[src/rtl/fifo_word_packer.sv]
// fifo_word_packer: drains bytes from an 8-bit synchronous FIFO and packs
// them little-endian into 32-bit words on a valid/ready output. Partial words
// leave on a flush pulse or, when PACKER_TIMEOUT_EN is defined, after TIMEOUT
// idle cycles. Without PACKER_TIMEOUT_EN no idle counter is built.
module fifo_word_packer #(
  parameter int BYTES_PER_WORD = 4,
  parameter int TIMEOUT        = 16
) (
  input  logic        clock,
  input  logic        reset,
  output logic        rn,
  input  logic [7:0]  data_out,
  input  logic        empty,
  input  logic        flush,
  output logic        out_valid,
  input  logic        out_ready,
  output logic [31:0] out_data,
  output logic [2:0]  out_bytes,
  output logic        busy
);

  localparam logic [2:0] FULL_CNT = 3'(BYTES_PER_WORD);

  // Reject configurations the lane logic was not built for.
  if (BYTES_PER_WORD != 4) begin : g_bad_word_size
    $error("fifo_word_packer: BYTES_PER_WORD must be 4");
  end
  if (TIMEOUT < 2 || TIMEOUT > 255) begin : g_bad_timeout
    $error("fifo_word_packer: TIMEOUT must be in 2..255");
  end

  logic [31:0] acc, acc_next;
  logic [2:0]  cnt, cnt_next, cnt_eff;
  logic        pend;
  logic        flush_pend, flush_pend_next;
  logic        flush_req;
  logic        full, flush_xfer, xfer;

  assign full       = (cnt == FULL_CNT);
  assign flush_xfer = flush_pend && !pend && (cnt != 3'd0);
  assign xfer       = (full || flush_xfer) && (!out_valid || out_ready);
  assign cnt_eff    = xfer ? 3'd0 : cnt;

  // A read is only issued when the lane it will land in is guaranteed free,
  // counting the byte already in flight; a transfer this cycle frees all lanes.
  assign rn = !reset && !empty && !flush_pend &&
              (({1'b0, cnt_eff} + {3'b000, pend}) < 4'(BYTES_PER_WORD));

  assign busy = (cnt != 3'd0) || pend || flush_pend || out_valid;

`ifdef PACKER_TIMEOUT_EN
  logic [7:0] idle_cnt;
  logic       timeout_hit;

  assign timeout_hit = (idle_cnt == 8'(TIMEOUT));
  assign flush_req   = flush || timeout_hit;

  // Count cycles where a partial word sits with nothing arriving; a hit acts
  // like a flush pulse and restarts the count so it fires only once.
  always_ff @(posedge clock or posedge reset) begin
    if (reset) begin
      idle_cnt <= 8'd0;
    end else if (pend || xfer || timeout_hit) begin
      idle_cnt <= 8'd0;
    end else if (cnt != 3'd0 && !rn && !flush_pend) begin
      idle_cnt <= idle_cnt + 8'd1;
    end
  end
`else
  assign flush_req = flush;
`endif

  // Next accumulator contents: clear on transfer, then drop the arriving byte
  // into the first free lane (lane 0 if the word just left).
  always_comb begin
    acc_next = xfer ? 32'd0 : acc;
    cnt_next = cnt_eff;
    if (pend) begin
      acc_next[{cnt_eff[1:0], 3'b000} +: 8] = data_out;
      cnt_next = cnt_eff + 3'd1;
    end
  end

  // A pending flush retires once the partial word has moved out, or at once
  // when nothing is held or in flight; a new request always wins.
  always_comb begin
    flush_pend_next = flush_pend;
    if (flush_pend && !pend && (xfer || cnt == 3'd0)) begin
      flush_pend_next = 1'b0;
    end
    if (flush_req) begin
      flush_pend_next = 1'b1;
    end
  end

  // Accumulator, slot count, read-in-flight and flush-request state.
  always_ff @(posedge clock or posedge reset) begin
    if (reset) begin
      acc        <= 32'd0;
      cnt        <= 3'd0;
      pend       <= 1'b0;
      flush_pend <= 1'b0;
    end else begin
      acc        <= acc_next;
      cnt        <= cnt_next;
      pend       <= rn;
      flush_pend <= flush_pend_next;
    end
  end

  // Output register: load on transfer, otherwise hold until accepted.
  always_ff @(posedge clock or posedge reset) begin
    if (reset) begin
      out_valid <= 1'b0;
      out_data  <= 32'd0;
      out_bytes <= 3'd0;
    end else if (xfer) begin
      out_valid <= 1'b1;
      out_data  <= acc;
      out_bytes <= cnt;
    end else if (out_valid && out_ready) begin
      out_valid <= 1'b0;
    end
  end

endmodule

[config.mk]
export PLATFORM = sky130hd
export DESIGN_NAME = fifo_word_packer
export DESIGN_NICKNAME = d
export VERILOG_FILES = /design/src/rtl/fifo_word_packer.sv
export SDC_FILE = /design/constraint.sdc
export NUM_CORES = 1
export LEC_CHECK = 0
export CAP_MARGIN = 20
export CORE_UTILIZATION = 35
export DETAILED_ROUTE_END_ITERATION = 6
export GPL_TIMING_DRIVEN = 0
export HOLD_SLACK_MARGIN = 0.15
export PLACE_DENSITY = 0.68
export SYNTH_ARGS = -nofsm -noshare
export SYNTH_HDL_FRONTEND = slang
export SYNTH_SLANG_ARGS = --single-unit
export TNS_END_PERCENT = 20
[constraint.sdc]
create_clock -name clock -period 6.3 [get_ports clock]
set_clock_uncertainty 0.05 [all_clocks]
set_input_delay 0.945 -clock clock [delete_from_list [all_inputs] [get_ports clock]]
set_output_delay 0.945 -clock clock [all_outputs]
set_load 0.01 [all_outputs]
; Yosys cells after proc, flatten, opt, wreduce, memory -nomap -nowiden
; Index checks and enable logic that the tools add are counted.
[word_totals]
reg_bits = 73
latchBits = 0
ramBits = 0
rom_bits = 0
inputBits = 13
out_inout_bits = 38
elab_cells = 46
mem_count = 0
[classes]
n_addsub = 3
mul = 0
n_div = 0
n_lt_le_gt_ge = 1
n_eq_ne = 1
n_shift = 2
muxes = 9
bitwise_logic = 0
reduce_logical = 23
[ops]
columns = operator, count
row1 = $mux W32, 2
row2 = $bwmux W32, 1
row3 = $shift A8 B7 Y32 const A, 1
row4 = $shiftx A8 B7 Y32, 1
row5 = $logic_and A1 B1 Y1, 8
row6 = $neg A5 Y7, 1
row7 = $logic_or A1 B1 Y1, 6
row8 = $mux W3, 2
row9 = $logic_not A1 Y1, 5
row10 = $add A3 B1 Y4, 1
row11 = $lt A4 B3 Y1 const B, 1
row12 = $mux W1, 4
row13 = $reduce_bool A2 Y1, 2
row14 = $add A3 B1 Y3 const B, 1
row15 = $eq A3 B3 Y1 const B, 1
row16 = $logic_not A3 Y1, 1
row17 = $reduce_bool A3 Y1, 1

; Depth between registers and ports, before layout
[depth]
word_depth = 10
mapped_depth = 8
depth_no_buf = 7

; Worst setup path before layout
; OpenSTA, ideal clock, no wires.
[synth_path]
path_kind = input -> output
start = input out_ready
end = output rn
arrival_time_ns = 2.389
t_required_ns = 5.305
slack_ns = 2.916
path_stages = 6
path_buffers = 0
path_cell_list = nor2b_1 -> o21ai_1 -> inv_1 -> ha_1 -> a21o_1 -> a2111oi_1
[synth_via]
elab_chain_len = 6
[synth_rtl]
columns = item, line
row1 = start: declaration, 16  ; input logic out_ready,
row2 = $logic_or A1 B1 Y1, 41  ; assign xfer = (full || flush_xfer) && (!out_valid || out_ready);
row3 = $logic_and A1 B1 Y1, 41
row4 = $mux W3, 42  ; assign cnt_eff = xfer ? 3'd0 : cnt;
row5 = $add A3 B1 Y4, 47  ; (({1'b0, cnt_eff} + {3'b000, pend}) < 4'(BYTES_PER_WORD));
row6 = $lt A4 B3 Y1, 47
row7 = $logic_and A1 B1 Y1, 46  ; assign rn = !reset && !empty && !flush_pend &&
row8 = end: declaration, 11  ; output logic rn,
; No other way between the ends.

; Worst setup path after layout
; Same ends and word-level chain as after synthesis.

==> impl_metrics.yaml <==
outcome:
  status: "complete, no violations"
cts:
  clockRootBuffer: "clkbuf_8"
  htreeDepth: 3
  holdBufCountCts: 0
  clk_pin_slew_ns: 0.07
  tritoncts: "built"
  clk_latency_ns: 0.35
  cts_buffers: 9
  ctsResizeCount: 0
  clock_path_buffers: 2
  cts_num_sinks: 73
  postCtsSetupRepairBufs: 0
synthesis:
  muxShareOfSynthArea_pct: 16.85
  ys_seq_area_share_pct: 60.46
  synth.cell_area_sq_mm: 0.003022
  synth-compound-area-share_pct: 12.42
  syn_nets: 218
  synth_cell_types: 26
  yosys.area.top_type: "dfrtp_1"
  yosys_warnings: 0
  synth_xor_area_share_pct: 0
  synth-simple-area-share_pct: 4.803
  synth_top_area_share_pct: 60.46
  yosys_register_bits: 73
  synth_area_per_cell_sq_um: 15.26
  syn_inst: 198
  synth_top_family_by_area: "multiplexers"
  ys_top_cells_by_area: "dfrtp_1 (60%), mux2_4 (14%), a32o_1 (11%), ha_1 (2.9%), mux2_2 (2.6%)"
  synthAdderAreaFrac_pct: 2.899
floorplanning:
  core-area_sq_mm: 0.008299
  io_pins: 51
  die_x_um: 94.92
  initial_core_util_pct: 36.41
  rows: 33
  design.die.area_sq_mm: 0.009009
  die_h_um: 94.92
timing:
  worstMarginPinSlew_ns: 0.8807
  hold_viol_final: 0
  report.final.slew_viol_count: 0
  fin_crit_ns: 4.461
  relSlewSlack_pct: 41.28
  max_freq_ghz: 0.2241
  worst_hold_slack_ns: 0.4572
  setup_violations: 0
  setup_tns_ns: 0
  rsz0062_at_grt: "false"
  finalCritPeriodShare_pct: 70.81
global_route:
  grt_pass1_wl_mm: 9.873
  grt_max_degree: 74
  grt_pass1_vias: 1865
  grt_use_total_pct: 14.92
  antenna_found_initial: 0
  grt_remaining_overflow: 0
setup_path:
  critPathRequiredTime_ns: 5.30
  criticalPathCategory: "in -> out"
  r2r_end: "acc[1]"
  cp-startpoint: "out_ready"
  setup.worst_path.end_class: "output port"
  reg2reg_depth: 6
  r2r_slack_ns: 3.74
  r2r-start: "out_valid"
  path_max_fanout: 5
  critical_path_arrival_ns: 3.47
  worst_setup_path_start_kind: "primary input"
route:
  dr_total_vias: 1881
  drtIter0Drc: 117
  drc_errors: 0
  firstDrtPassIters: 4
  vias_per_cell: 5.125
  ant_nets: 0
  drt_wl_total_mm: 6.142
  wl_per_cell_um: 16.74
power_and_ir_drop:
  p_sw_share_pct: 25.42
  p_leak_nw: 1.848
  clockPowerShare_pct: 32.4
  p_int_uw: 808.7
  combPwrFrac_pct: 18.2
  p_seq_share_pct: 49.4
  switching_power_uw: 275.6
  ir_drop_v: 0.0001913
  power-per-cell-area_mw_per_mm2: 282.5
layout:
  final_nets: 279
  nFillCells: 740
  layout-drive-gt1-share_pct: 22.90
  post-route-util_pct: 46.25
  syn_to_final_growth_pct: 27.04
  antenna-diode-count: 0
worst_hold_path:
  worstHoldEndpoint: "out_data[18]"
  hp-start: "out_data[18]"
  min_path_type: "reg -> reg"
  min_path_cells: 1
place:
  io_buffer_count: 50
  hpwl_mm: 4.198
  globalplace.congestion: 0.7946
run:
  cap_violations: 0
registers in the layout, indices dropped and copies added (netlist names):
name,cells
out_data,32
acc,32
pend,1
flush_pend,1
out_bytes,3
cnt,3
out_valid,1
cell usage in the layout (no fill, tap or decap), types with 3 or more instances in the layout:
| cell | instances |
|---|---|
| a32o_1 | 32 |
| buf_2 | 5 |
| buf_6 | 3 |
| clkbuf_8 | 10 |
| clkdlybuf4s50_1 | 50 |
| clkinv_2 | 3 |
| dfrtp_1 | 73 |
| ha_1 | 7 |
| mux2_2 | 7 |
| mux2_4 | 28 |
| nand2_1 | 10 |
| nand2b_1 | 4 |
| nor3_1 | 4 |
| o21ai_0 | 5 |
power groups by stage:
stage                     registers [mW]  clock network, mW  logic, mW
after floorplan                    0.553                  0     0.0959
after detailed placement           0.544                  0      0.198
final                              0.536              0.352      0.197
after global routing               0.541              0.380      0.211
after global placement             0.544                  0      0.196
after CTS                          0.536              0.360      0.201
synth_stat cells:
master and count:
dfrtp_1 73, a32o_1 32, mux2_4 28, nand2_1 10
ha_1 7, mux2_2 7, buf_2 5, o21ai_0 5
nand2b_1 4, nor3_1 4, buf_6 3, inv_1 3
and3_1 2, nor2_1 2, nor2b_1 2, a2111oi_1 1
a21boi_0 1, a21o_1 1, buf_1 1, clkbuf_1 1
mux2i_1 1, nand3_1 1, nor2_2 1, nor4_2 1
o21ai_1 1, or2_1 1
metrics by stage:
step                      cell area (sq um)  setup slack [ns]  power (mW)  cells
after floorplan                        3022             2.916      0.6486    198
after global placement                 3654             1.875      0.7404    353
after detailed placement               3656             1.823      0.7421    353
after CTS                              3839             1.813       1.096    367
after global routing                   3839             1.565       1.132    367
final                                  3839             1.839       1.084    367
worst max path at each step:
stage | endpoint | cells past startpoint
2_1_floorplan | rn | 6
3_3_place_gp | rn | 8
3_5_place_dp | rn | 8
4_1_cts | rn | 8
5_1_grt | rn | 8
6_report | rn | 8
kinds of logic (layout without fill, tap and decap cells):
family	count (synthesis)	after routing
AOI/OAI and AO/OA	41	41
buffers and inverters	13	77
DFF	73	73
muxes	36	36
and+or+nand+nor	28	28
adders and majority gates	7	7
critical path, cell delays in order:
cell and delay, ns:
clkdlybuf4s50_1 0.47, nor2b_1 0.07, o21ai_1 0.32, inv_1 0.19, ha_1 0.22, a21o_1 0.17
a2111oi_1 0.46, clkdlybuf4s50_1 0.62
layer usage:
layer,vias up,track usage [%],part of all wire (%)
li1,871,-,-
met1,937,20.37,47
met2,63,22.12,46
met3,10,3.865,5.8
met4,0,6.944,1.6
met5,-,0,0
area by class of cell:
class | count | area, sq um | share of cell area, %
timing repair buffer | 50 | 500.5 | 13.04
clock inverter | 4 | 45.04 | 1.173
tap | 105 | 131.4 | 3.422
clock buffer | 10 | 137.6 | 3.585
sequential | 73 | 1827 | 47.59
multi-input combinational | 112 | 1117 | 29.11
buffer | 10 | 66.31 | 1.728
inverter | 3 | 13.76 | 0.3585
Power figures use the tool's default switching activity.
